**src/rtl/param_sync_fifo_pkg.sv**
```systemverilog
// Shared constants and the status-flag bundle for param_sync_fifo and its bench.
package param_sync_fifo_pkg;

    localparam int DEF_DATA_WIDTH = 16;
    localparam int DEF_DEPTH      = 8;

    typedef struct packed {
        logic full;
        logic empty;
        logic almostfull;
        logic almostempty;
    } fifo_flags_t;

endpackage

```
**src/rtl/fifo_mem.sv**
```systemverilog
// DEPTH x DATA_WIDTH storage: one synchronous write port, one asynchronous read port.
module fifo_mem #(
    parameter int DATA_WIDTH = 16,
    parameter int DEPTH      = 8,
    parameter int AW         = $clog2(DEPTH)
) (
    input  logic                  i_clk,
    input  logic                  i_wr_en,
    input  logic [AW-1:0]         i_wr_addr,
    input  logic [DATA_WIDTH-1:0] i_wr_data,
    input  logic [AW-1:0]         i_rd_addr,
    output logic [DATA_WIDTH-1:0] o_rd_data
);

    logic [DATA_WIDTH-1:0] r_mem [DEPTH];

    always_ff @(posedge i_clk) begin
        if (i_wr_en) begin
            r_mem[i_wr_addr] <= i_wr_data;
        end
    end

    assign o_rd_data = r_mem[i_rd_addr];

endmodule

```
**src/rtl/param_sync_fifo.sv**
```systemverilog
// Synchronous FIFO with occupancy flags and registered status pulses.
// Define FIFO_FWFT_EN for first-word-fall-through output; default is a registered read.
module param_sync_fifo
    import param_sync_fifo_pkg::*;
#(
    parameter int DATA_WIDTH   = DEF_DATA_WIDTH,
    parameter int DEPTH        = DEF_DEPTH,
    parameter int AFULL_LEVEL  = DEPTH - 1,
    parameter int AEMPTY_LEVEL = 1
) (
    input  logic                     clk,
    input  logic                     rst,
    input  logic                     wr_en,
    input  logic                     rd_en,
    input  logic                     flush,
    input  logic [DATA_WIDTH-1:0]    data_in,
    output logic [DATA_WIDTH-1:0]    data_out,
    output logic [$clog2(DEPTH):0]   count,
    output logic                     full,
    output logic                     empty,
    output logic                     almostfull,
    output logic                     almostempty,
    output logic                     wr_ack,
    output logic                     overflow,
    output logic                     underflow
);

    localparam int AW = $clog2(DEPTH);
    localparam int CW = AW + 1;
    localparam logic [CW-1:0] C_DEPTH  = CW'(DEPTH);
    localparam logic [CW-1:0] C_AFULL  = CW'(AFULL_LEVEL);
    localparam logic [CW-1:0] C_AEMPTY = CW'(AEMPTY_LEVEL);

    logic [AW-1:0]         r_wr_ptr;
    logic [AW-1:0]         r_rd_ptr;
    logic [CW-1:0]         r_count;
    logic                  r_wr_ack;
    logic                  r_overflow;
    logic                  r_underflow;
    logic                  w_wr_acc;
    logic                  w_rd_acc;
    logic [DATA_WIDTH-1:0] w_rd_data;
    fifo_flags_t           w_flags;

    always_comb begin
        w_flags             = '0;
        w_flags.full        = (r_count == C_DEPTH);
        w_flags.empty       = (r_count == '0);
        w_flags.almostfull  = (r_count >= C_AFULL);
        w_flags.almostempty = (r_count <= C_AEMPTY);
    end

    // Flush wins over both requests; gating acceptance keeps count inside 0..DEPTH.
    assign w_wr_acc = wr_en & ~w_flags.full  & ~flush;
    assign w_rd_acc = rd_en & ~w_flags.empty & ~flush;

    fifo_mem #(
        .DATA_WIDTH (DATA_WIDTH),
        .DEPTH      (DEPTH),
        .AW         (AW)
    ) u_mem (
        .i_clk     (clk),
        .i_wr_en   (w_wr_acc),
        .i_wr_addr (r_wr_ptr),
        .i_wr_data (data_in),
        .i_rd_addr (r_rd_ptr),
        .o_rd_data (w_rd_data)
    );

    always_ff @(posedge clk or posedge rst) begin
        if (rst) begin
            r_wr_ptr <= '0;
            r_rd_ptr <= '0;
            r_count  <= '0;
        end else if (flush) begin
            r_wr_ptr <= '0;
            r_rd_ptr <= '0;
            r_count  <= '0;
        end else begin
            if (w_wr_acc) r_wr_ptr <= r_wr_ptr + AW'(1);
            if (w_rd_acc) r_rd_ptr <= r_rd_ptr + AW'(1);
            case ({w_wr_acc, w_rd_acc})
                2'b10:   r_count <= r_count + CW'(1);
                2'b01:   r_count <= r_count - CW'(1);
                default: r_count <= r_count;
            endcase
        end
    end

    always_ff @(posedge clk or posedge rst) begin
        if (rst) begin
            r_wr_ack    <= 1'b0;
            r_overflow  <= 1'b0;
            r_underflow <= 1'b0;
        end else begin
            r_wr_ack    <= w_wr_acc;
            r_overflow  <= wr_en & w_flags.full  & ~flush;
            r_underflow <= rd_en & w_flags.empty & ~flush;
        end
    end

`ifdef FIFO_FWFT_EN
    // Head entry is presented directly; reset forces the visible output to zero.
    assign data_out = rst ? '0 : w_rd_data;
`else
    logic [DATA_WIDTH-1:0] r_dout;

    always_ff @(posedge clk or posedge rst) begin
        if (rst) begin
            r_dout <= '0;
        end else if (w_rd_acc) begin
            r_dout <= w_rd_data;
        end
    end

    assign data_out = r_dout;
`endif

    assign count       = r_count;
    assign full        = w_flags.full;
    assign empty       = w_flags.empty;
    assign almostfull  = w_flags.almostfull;
    assign almostempty = w_flags.almostempty;
    assign wr_ack      = r_wr_ack;
    assign overflow    = r_overflow;
    assign underflow   = r_underflow;

endmodule

```
**config.mk**
```make
export PLATFORM = sky130hd
export DESIGN_NAME = param_sync_fifo
export DESIGN_NICKNAME = d
export VERILOG_FILES = /design/src/rtl/param_sync_fifo_pkg.sv /design/src/rtl/fifo_mem.sv /design/src/rtl/param_sync_fifo.sv
export SDC_FILE = /design/constraint.sdc
export NUM_CORES = 1
export LEC_CHECK = 0
export ABC_CLOCK_PERIOD_IN_PS = 3000
export CORE_MARGIN = 2
export CORE_UTILIZATION = 52
export CTS_CLUSTER_SIZE = 10
export DETAILED_ROUTE_END_ITERATION = 12
export GPL_TIMING_DRIVEN = 0
export HOLD_SLACK_MARGIN = 0.12
export PLACE_DENSITY_LB_ADDON = 0.3
export SYNTH_ARGS = -nofsm -noshare
export SYNTH_HDL_FRONTEND = slang
export SYNTH_SLANG_ARGS = --single-unit
```
**constraint.sdc**
```tcl
create_clock -name clk -period 3 [get_ports clk]
set_input_delay 0.6 -clock clk [delete_from_list [all_inputs] [get_ports clk]]
set_output_delay 0.6 -clock clk [all_outputs]
set_load 0.01 [all_outputs]
```
==> results.json <==
{
  "outcome": "finished clean",
  "start_util_pct": 53.91,
  "ios": 48,
  "power_uw": 6833,
  "vias": 3221,
  "drc": 0,
  "drt_pass1_iterations": 4,
  "p_seq_share_pct": 39.5,
  "antenna_cells_inserted": 0,
  "yosysSeqAreaShare_pct": 73.29,
  "finalHoldViolCount": 0,
  "num_rows": 39,
  "worst_ep_arrival_time_ns": 2.29,
  "grt_use_total_pct": 20.29,
  "p_switching_uw": 1838,
  "drv_slew": 0,
  "hold_path.class": "in2async",
  "p_per_area_nw_per_um2": 891.0,
  "cts_sinks": 157,
  "p_sw_share_pct": 26.90,
  "p_int_uw": 4994,
  "crit_type": "reg2out",
  "avgSynthCellArea_sq_um": 18.78,
  "syn2layout_area_growth_pct": 23.00,
  "h-tree-depth": 4,
  "grt_max_degree": 30,
  "startpoint_type": "flop",
  "synth_nets": 359,
  "r2r_start": "count[0]",
  "grt_pass1_vias": 3339,
  "max_freq_mhz": 346.0,
  "ys_warn_count": 0,
  "dpl.hpwl_microns": 7710,
  "fin_tns_setup_ns": 0,
  "clkPwrFrac_pct": 34.1,
  "syn_inst": 332,
  "ir_drop_v": 0.0005203,
  "p_leak_uw": 0.002635,
  "dieArea_sq_um": 12880,
  "period_needed_ns": 2.890,
  "grt_setup_unrepaired": "false",
  "synth_edf_count": 128,
  "crit_slowest_cell": "clkdlybuf4s50_1",
  "path_clk_slew_ns": 0.06,
  "critical_path.cell_chain": "inv_1 -> ha_1 -> nor3b_4 -> clkdlybuf4s50_1",
  "finalCritPeriodShare_pct": 96.34,
  "worstSkewPairLatency_ns": 0.42,
  "tightest_slew_ns": 0.9510,
  "root_buffer": "clkbuf_16",
  "via_per_inst": 5.742,
  "max_stage_delay_ns": 0.59,
  "stdcell_count": 561,
  "cts_buffers": 17,
  "fillers": 757,
  "hold_slack_ns": 0.4947,
  "dieWidth_microns": 113.5,
  "dp_cells": 528,
  "die_h_microns": 113.5,
  "wl_microns": 11940,
  "core_area_sq_um": 11560,
  "crit_family": "buffers and inverters",
  "setup_viol": 0,
  "wl_per_cell_microns": 21.28,
  "overflow": 0,
  "grt_first_pass_wirelength_microns": 18600,
  "synth-seq-cells": 157,
  "synthFlopType": "edfxtp_1",
  "postRouteAntennaNets": 0,
  "cts_buffer_depth": 2,
  "ys_async_sr_fraction_pct": 18.47,
  "finalNetCount": 432,
  "slew_headroom_pct": 36.25,
  "antenna_found_initial": 0,
  "ys_types": 38,
  "skew_ns": 0.007290,
  "crit_fanout": 8,
  "maxCapViolations": 0,
  "place_congestion": 0.7867,
  "syn_area_sq_um": 6235,
  "hold_buffers": 0,
  "cts_tree": "built",
  "required_ns": 2.40,
  "drive_gt1_share_pct": 23.44,
  "cp-startpoint": "count[0]",
  "drtIter0Drc": 244,
  "io_buffers": 45,
  "path_buf_inv": 2,
  "end_kind": "primary output",
  "comb_power_share_pct": 26.4
}
[Yosys cell counts, drive strengths merged, types with 4 or more instances]
cell,number,area share (%)
mux2i,18,2.9
mux4,32,12
inv,6,0.36
edfxtp,128,62
nor2,33,2.0
dfrtp,29,12
nand2b,5,0.62
a211oi,4,0.76
buf,14,1.6
a21oi,19,1.5
nand2,4,0.24
ha,6,1.2
nor3,6,0.48
clkbuf,4,0.24
[layout by cell type, fill, tap and decap left out, drive strengths merged, types with 2 or more instances in the layout]
cell type	netlist	final
edfxtp	128	128
clkdlybuf4s50	0	45
nor2	33	33
mux4	32	32
dfrtp	29	29
clkbuf	4	23
buf	14	23
a21oi	19	19
mux2i	18	18
inv	6	10
ha	6	6
nor3	6	6
bufinv	0	5
nand2b	5	5
nand2	4	4
a211oi	4	4
clkinv	0	4
xor2	3	3
nand3	3	3
nor3b	3	3
nor2b	2	2
o21ai	2	2
[worst paths after layout]
check	depth (start not counted)	end	slack [ns]
min in group clk	3	r_wr_ptr[1]	0.52
hold / removal	2	data_out[4]	0.49
max in group asynchronous	3	r_wr_ptr[0]	2.05
setup / recovery	4	empty	0.11
hold reg to reg	2	data_out[12]	0.53
setup reg to reg	8	u_mem.r_mem[1][15]	0.25
[cell type report]
type	count	area (sq um)	area share, %
sequential	157	4569	59.59
multi-input combinational	151	1560	20.35
timing repair buffer	54	583.1	7.603
clock buffer	19	432.9	5.645
clock inverter	13	207.7	2.708
tap	143	178.9	2.333
buffer	18	113.9	1.485
inverter	6	22.52	0.2937
[through the flow]
| stage | area, sq um | util, % | setup WS [ns] |
|---|---|---|---|
| after global routing | 7669 | 66.31 | 0.01183 |
| after CTS | 7635 | 66.02 | 0.1054 |
| final | 7669 | 66.31 | 0.1098 |
| after floorplan | 6235 | - | 0.005756 |
| after global placement | 6864 | 59.35 | -1.181 |
| after detailed placement | 6994 | 60.48 | 0.002933 |
[what timing repair did]
item | in CTS | in global routing
setup buffers | 0 | 0
endpoints found under the hold margin | 0 | 0
resized for setup | 0 | 1
endpoints found under the setup margin | 0 | 1
[sequential cells by signal (all words and copies together) (netlist names)]
signal	count
count	4
data_out	16
overflow	1
r_rd_ptr	3
r_wr_ptr	3
u_mem.r_mem	128
underflow	1
wr_ack	1
[worst reg2reg max path, cell delays in order, from the launching register on]
cell and delay (ns):
dfrtp_1 0.48, inv_1 0.11, ha_1 0.32, nand3b_4 0.15, inv_2 0.07, nor2_1 0.15
nand2_1 0.17, nor3_2 0.75, buf_6 0.26
[layer usage]
layer / up-vias / global-route usage [%] / share of wire, %
li1: 1444 / - / -
met1: 1659 / 25.99 / 40
met2: 99 / 33.41 / 53
met3: 19 / 5.739 / 5.1
met4: 0 / 7.724 / 1.8
met5: - / 0 / 0
[logic make-up after synthesis]
kind of cell,count (synthesis),share of synthesized area (%)
AOI/OAI and AO/OA,30,3.111
xor gates and xnor gates,4,0.5620
DFF,157,73.29
buffers and inverters,24,2.187
and+or+nand+nor,60,4.957
muxes,51,14.69
adders and majority gates,6,1.204
[power groups by stage]
stage                     registers (uW)  logic (uW)  clock network (uW)
after global routing                2720        1940                2460
final                               2700        1810                2330
after CTS                           2700        1820                2360
after global placement              2730        1740                   0
after detailed placement            2740        1810                   0
after floorplan                     2780        1080                   0
No activity file was read; power rests on OpenSTA's default activity.
